### config.mk
export PLATFORM = sky130hd
export DESIGN_NAME = d_ram_dma
export DESIGN_NICKNAME = d
export VERILOG_FILES = /design/src/rtl/d_ram_dma.sv
export SDC_FILE = /design/constraint.sdc
export NUM_CORES = 1
export LEC_CHECK = 0
export ABC_AREA = 1
export CAP_MARGIN = 20
export CORE_AREA = 2 2 85 103
export CTS_CLUSTER_DIAMETER = 150
export CTS_CLUSTER_SIZE = 8
export DETAILED_ROUTE_END_ITERATION = 12
export DIE_AREA = 0 0 87 105
export HOLD_SLACK_MARGIN = 0.08
export PLACE_DENSITY = 0.79
export SYNTH_ARGS = -nofsm -noshare
export SYNTH_HDL_FRONTEND = slang
export SYNTH_SLANG_ARGS = --single-unit
### constraint.sdc
create_clock -name clk -period 1.9 [get_ports clk]
set_input_delay 0.38 -clock clk [delete_from_list [all_inputs] [get_ports clk]]
set_output_delay 0.38 -clock clk [all_outputs]
set_load 0.02 [all_outputs]
### src/rtl/d_ram_dma.sv
// Block-transfer initiator on the d_ram ports: copies a byte block between
// regions or fills a region with a constant, sharing d_ram via mem_gnt.
module d_ram_dma #(
   parameter int addr_width = 11,
   parameter int data_width = 8
) (
   input  logic                  clk,
   input  logic                  rst,
   input  logic                  start,
   input  logic                  mode,
   input  logic [addr_width-1:0] src_addr,
   input  logic [addr_width-1:0] dst_addr,
   input  logic [addr_width:0]   len,
   input  logic [data_width-1:0] fill_val,
   output logic                  busy,
   output logic                  done,
   input  logic                  mem_gnt,
   output logic [addr_width-1:0] ram_r_addr,
   output logic                  ram_r_en,
   input  logic [data_width-1:0] ram_dout,
   output logic [addr_width-1:0] ram_w_addr,
   output logic                  ram_w_en,
   output logic [data_width-1:0] ram_din
);
   typedef enum logic {IDLE, RUN} state_t;

   typedef struct packed {
      logic                  fill;
      logic [data_width-1:0] val;
   } params_t;

   localparam logic [addr_width-1:0] PTR_ONE = 1;
   localparam logic [addr_width:0]   CNT_ONE = 1;

   state_t                state;
   params_t               prm;
   logic [addr_width-1:0] rd_ptr, wr_ptr;
   logic [addr_width:0]   reads_left, writes_left;
   logic                  pending, fresh;
   logic [data_width-1:0] hold;
   logic                  run;

   assign run  = (state == RUN);
   assign busy = run;

   // Enables follow the grant combinationally so a granted cycle is never wasted.
   always_comb begin
      ram_r_en   = run & ~prm.fill & mem_gnt & (reads_left != '0);
      ram_w_en   = run & mem_gnt & (prm.fill ? (writes_left != '0) : pending);
      ram_r_addr = rd_ptr;
      ram_w_addr = wr_ptr;
      ram_din    = prm.fill ? prm.val : (fresh ? ram_dout : hold);
   end

   always_ff @(posedge clk) begin
      if (rst) begin
         state       <= IDLE;
         done        <= 1'b0;
         prm         <= '0;
         rd_ptr      <= '0;
         wr_ptr      <= '0;
         reads_left  <= '0;
         writes_left <= '0;
         pending     <= 1'b0;
         fresh       <= 1'b0;
         hold        <= '0;
      end else begin
         done  <= 1'b0;
         fresh <= ram_r_en;
         if (fresh) hold <= ram_dout;
         if (ram_r_en) begin
            rd_ptr     <= rd_ptr + PTR_ONE;
            reads_left <= reads_left - CNT_ONE;
         end
         if (ram_w_en) begin
            wr_ptr      <= wr_ptr + PTR_ONE;
            writes_left <= writes_left - CNT_ONE;
         end
         // At most one byte outstanding: a granted cycle always drains pending.
         pending <= (pending & ~ram_w_en) | ram_r_en;
         case (state)
            IDLE: begin
               if (start) begin
                  if (len == '0) begin
                     done <= 1'b1;
                  end else begin
                     prm.fill    <= mode;
                     prm.val     <= fill_val;
                     rd_ptr      <= src_addr;
                     wr_ptr      <= dst_addr;
                     reads_left  <= len;
                     writes_left <= len;
                     pending     <= 1'b0;
                     state       <= RUN;
                  end
               end
            end
            RUN: begin
               if (ram_w_en && writes_left == CNT_ONE) begin
                  state <= IDLE;
                  done  <= 1'b1;
               end
            end
            default: state <= IDLE;
         endcase
      end
   end
endmodule

Word level (Yosys, flattened, before mapping)
Cells that the tools add are included.

word-level totals
  memories kept = 0
  logic and storage cells = 62
  latch bits = 0
  output and inout bits = 34
  register bits = 67
  memory bits (writable) = 0
  bits of input ports = 55
  ROM bits = 0

cells by class
  $mul = 0
  order comparisons = 0
  divide/modulo/power cells = 0
  muxes and demuxes = 30
  shift operators = 0
  equal/unequal tests = 1
  bitwise operators = 11
  reductions and logical operators = 5
  add/subtract/negate cells = 4

operator list
  cell                                                number
  2-to-1 mux 12 bit                                   8
  2-to-1 mux 11 bit                                   8
  nonzero test 12 bit                                 2
  subtractor 12 x 1 -> 12 bit, second input constant  2
  adder 11 x 1 -> 11 bit, second input constant       2
  2-to-1 mux 8 bit                                    2
  == test 12 x 1 -> 1 bit, second input constant      1
  zero test 12 bit                                    1
  2-to-1 mux 1 bit                                    10
  bitwise AND 1 bit                                   6
  inverter 1 bit                                      4
  case mux 1 bit (2 select lines)                     2
  AND reduction 3 bit                                 1
  logical AND 1 bit                                   1
  OR 1 bit                                            1

Longest topological paths before layout
  depth in word-level cells = 9
  gate-level depth with buffers = 12
  depth with buffers taken out = 11

Worst setup path before layout
OpenSTA, ideal clock, no wires.

  path type = reg2out
  start = reg writes_left[0]
  end = out ram_w_en
  data arrival time = 1.183 ns
  stages on the path, launching flop included = 9
  slack = 0.337 ns
  required time = 1.520 ns
  path through = dfxtp_1 -> inv_1 -> ha_1 -> nand2_4 -> nor2_8 -> nand2_4 -> nand2_8 -> inv_4 -> buf_6

between the ends
  longest elaborated chain between the ends = 3

RTL lines
  item                      line  RTL
  start: declaration        38    logic [addr_width:0] reads_left, writes_left;
  start signal: assignment  77    writes_left <= writes_left - CNT_ONE;
  start signal: assignment  92    writes_left <= len;
  nonzero test 12 bit       49    ram_w_en = run & mem_gnt & (prm.fill ? (writes_left != '0) : pending);
  2-to-1 mux 1 bit          49
  bitwise AND 1 bit         49
  end: declaration          22    output logic ram_w_en,

No other way between the ends.

Worst setup path after layout
  start = reg wr_ptr[3] (netlist: ram_w_addr[3])
  end = out ram_w_addr[3]

RTL lines
  item                      line  RTL
  start: declaration        37    logic [addr_width-1:0] rd_ptr, wr_ptr;
  start signal: assignment  76    wr_ptr <= wr_ptr + PTR_ONE;
  start signal: assignment  90    wr_ptr <= dst_addr;
  end: declaration          21    output logic [addr_width-1:0] ram_w_addr,

No word-level cell between the ends.

==> results.md <==
- Status: finished, final reports clean
- Vias/cell: 5.08
- Slowest CP cell: clkdlybuf4s50_1
- Critical path class: reg2out
- Fmax: 535 MHz
- DP HPWL: 8.12 mm
- Reg2reg start: writes_left[4]$_SDFF_PP0_
- WP depth: 1
- Tcrit/Tclk final: 0.983
- Final TNS setup: 0 ns
- Worst-Margin Slew: 0.448 ns
- Slew margin rel.: 0.699
- Worst Setup End Kind: output port
- Fin worst setup slack: 0.0316 ns
- Sequential Area: about 1300 um2
- RSZ-0062 raised after global routing: yes
- Leading cell type in the layout, fill and taps excluded: nand2_1
- Drt wl/cell: 12.5 um
- Via Count: between 4,000 and 5,000
- Pre-antenna DRT Iters: 5
- Antenna violations before repair: 0
- Synth unique cells: 31
- Die area: 9140 um2
- TritonCTS clock tree: built
- GRT busiest layer: met2
- Syn Nets: 689
- CP max stage delay: 0.66 ns
- Required time of the critical path: about 1.5 ns
- Mean post-synth cell area: 6.41 um2
- Max-cap violations: 0
- Crit start category: flop
- Ys Warns: 0
- Clk pin slew, worst setup/hold paths: approximately 0.070 ns
- Gp weighted congestion: between 0.8 and 0.9
- R2R depth: 9
- PwrDens: approximately 700 nW/um2
- Worst skew pair latency: approximately 0.34 ns
- Final Util: 0.684
- Worst Path Arrival: between 1 and 1.5 ns
- Vias in the first global route: 4,001
- Ant. Diodes: 0
- Number of H-tree levels: 3
- Grt met2 use: 0.425
- Remaining DRCs: 0
- Die X: 87 um
- Min-Delay Path Class: reg2reg
- GR met3 Demand/Resource: 0.0450
- Initial Util: 0.500
- Critical path's top delay family: buffers and inverters
- CP bufs+invs: 1
- Clock skew: 0.00666 ns
- Final min period: between 1.5 and 2 ns
- # rows: 36
- Crit-path max FO: 7
- IO Pins: 89
- IR drop worst, VDD: 0.000350 V
- FILL cells: 677
- Gr usage total: 0.239
- Critical path, cell by cell: clkdlybuf4s50_1
- Slew Viols, Final: 0
- Cells after Synth: around 630
- CTS Buffer Depth: 2
- First-pass GRT wire length: 17.6 mm
- Clk sink count: 67
- #FFs+latches synth: 67
- 1st-iter DRT viols: ~180
- Total grt overflow: 0
- Share of cells above drive strength 1: 0.136
- Core area: 8060 um2
- Hold Startpoint: prm[7]$_SDFFE_PP0P_
- Setup violations, final: 0
- Pin count of the biggest net entering global routing: 40
- Height of the die: roughly 110 um
- Clock root cell: clkbuf_8
- DP Worst Slack: -0.325 ns
- Hold Path Depth: 2
- Hold Buf Count CTS: 0
- Fin. Hold Viols: 0
- Multi-input logic area: 2270 um2
- Mapped Area: just over 4000 um2
- DRT Wirelength: between 10 and 15 mm
- Sequential share of the synthesized area: 0.333
- Final #Nets: 823
- Leak Pwr: 0.00277 uW
- Most frequent cells in the layout: nand2_1, nor2_1, clkdlybuf4s50_1
- PortBufs: 88
- Num CTS Buffers: 9
- Crit path from: ram_w_addr[3]$_SDFF_PP0_
- Post-DRT Antenna Nets: 0
- Met1 Usage GRT: 0.279
- Layout overhead on the synthesized area: 36.9%
==> cells by family after synthesis <==
kind of cell               Yosys count  share of synthesized area
AOI/OAI and AO/OA                   61                     0.0783
xor gates and xnor gates            21                     0.0457
adders and majority gates            5                     0.0155
buffers and inverters               98                      0.107
DFF                                 67                      0.333
muxes                                8                     0.0199
and+or+nand+nor                    369                      0.400
==> worst paths after layout <==
path	to	slack, ns
worst max-delay path	ram_w_addr[3]	0.03
worst min register to register	prm[7]$_SDFFE_PP0P_	0.48
worst min-delay path	prm[7]$_SDFFE_PP0P_	0.48
worst max register to register	writes_left[1]$_SDFF_PP0_	0.22
==> layer usage <==
| layer | wire [um] | vias to the layer above | share of wire |
|---|---|---|---|
| li1 | - | 2227 | - |
| met1 | 4430 | 2000 | 0.41 |
| met2 | 5580 | 126 | 0.52 |
| met3 | 551 | 24 | 0.051 |
| met4 | 238 | 0 | 0.022 |
| met5 | 0 | - | 0 |
==> final cells by class <==
cell class                      instances  share of cell area
Clock buffer                           13              0.0306
Clock inverter                          2             0.00182
Inverter                               76              0.0522
Multi-Input combinational cell        464               0.412
Sequential cell                        67               0.244
Tap cell                               95              0.0216
Timing Repair Buffer                  145               0.237
==> state kept, by name, summed over array words and instances, names as in the netlist <==
signal,count
reads_left,12
writes_left,12
ram_r_addr,11
ram_w_addr,11
prm,9
hold,8
busy,1
done,1
fresh,1
pending,1
==> what timing repair did <==
item | CTS | global route
pin swaps | 1 | 2
gates resized for setup | 22 | 20
gates cloned | 0 | 0
endpoints found under the setup margin | 10 | 10
buffers inserted | 0 | 0
==> synth_stat cells <==
library cell,n,share of area
inv_1,73,0.068
nand2_2,5,0.0078
mux2i_1,8,0.020
buf_4,4,0.0075
nor2_1,80,0.075
nor2_2,1,0.0016
buf_2,8,0.0099
or2_0,2,0.0031
nand3_1,54,0.067
dfxtp_1,67,0.33
o21ai_1,7,0.0087
nor2_4,3,0.0084
inv_4,1,0.0016
nand4_1,10,0.016
a21oi_2,2,0.0043
o21ai_0,38,0.047
nand2_4,3,0.0084
nand2_8,1,0.0050
or2_2,2,0.0031
o21a_1,1,0.0019
xor2_1,12,0.026
nor2_8,1,0.0050
inv_2,2,0.0019
xnor2_1,9,0.020
ha_1,5,0.016
buf_6,5,0.014
a21oi_1,13,0.016
nor3_1,8,0.0099
clkbuf_1,5,0.0047
nand3b_1,6,0.011
nand2_1,193,0.18
==> worst min-delay path, cell delays in order, from the launching register on <==
cell and delay, ns:
dfxtp_1 0.32, nor2_1 0.04, nor2_1 0.08
==> metrics by stage <==
stage	std cells	hold slack, ns	total power, uW	area [um2]
floorplan	629	0.439	2380	4030
global placement	847	0.449	2860	5320
detailed placement	847	0.472	2890	5320
CTS	862	0.487	3960	5490
global route	862	0.505	4190	5510
finish	862	0.485	3950	5510
==> power by group <==
| part | switching (uW) | internal (uW) | total, uW | leakage [uW] |
|---|---|---|---|---|
| Sequential | 144 | 1530 | 1680 | 0.000556 |
| Combinational | 621 | 567 | 1190 | 0.00212 |
| Clock | 515 | 570 | 1080 | 0.0000953 |
Note: power is estimated with default switching activity, not from simulation.
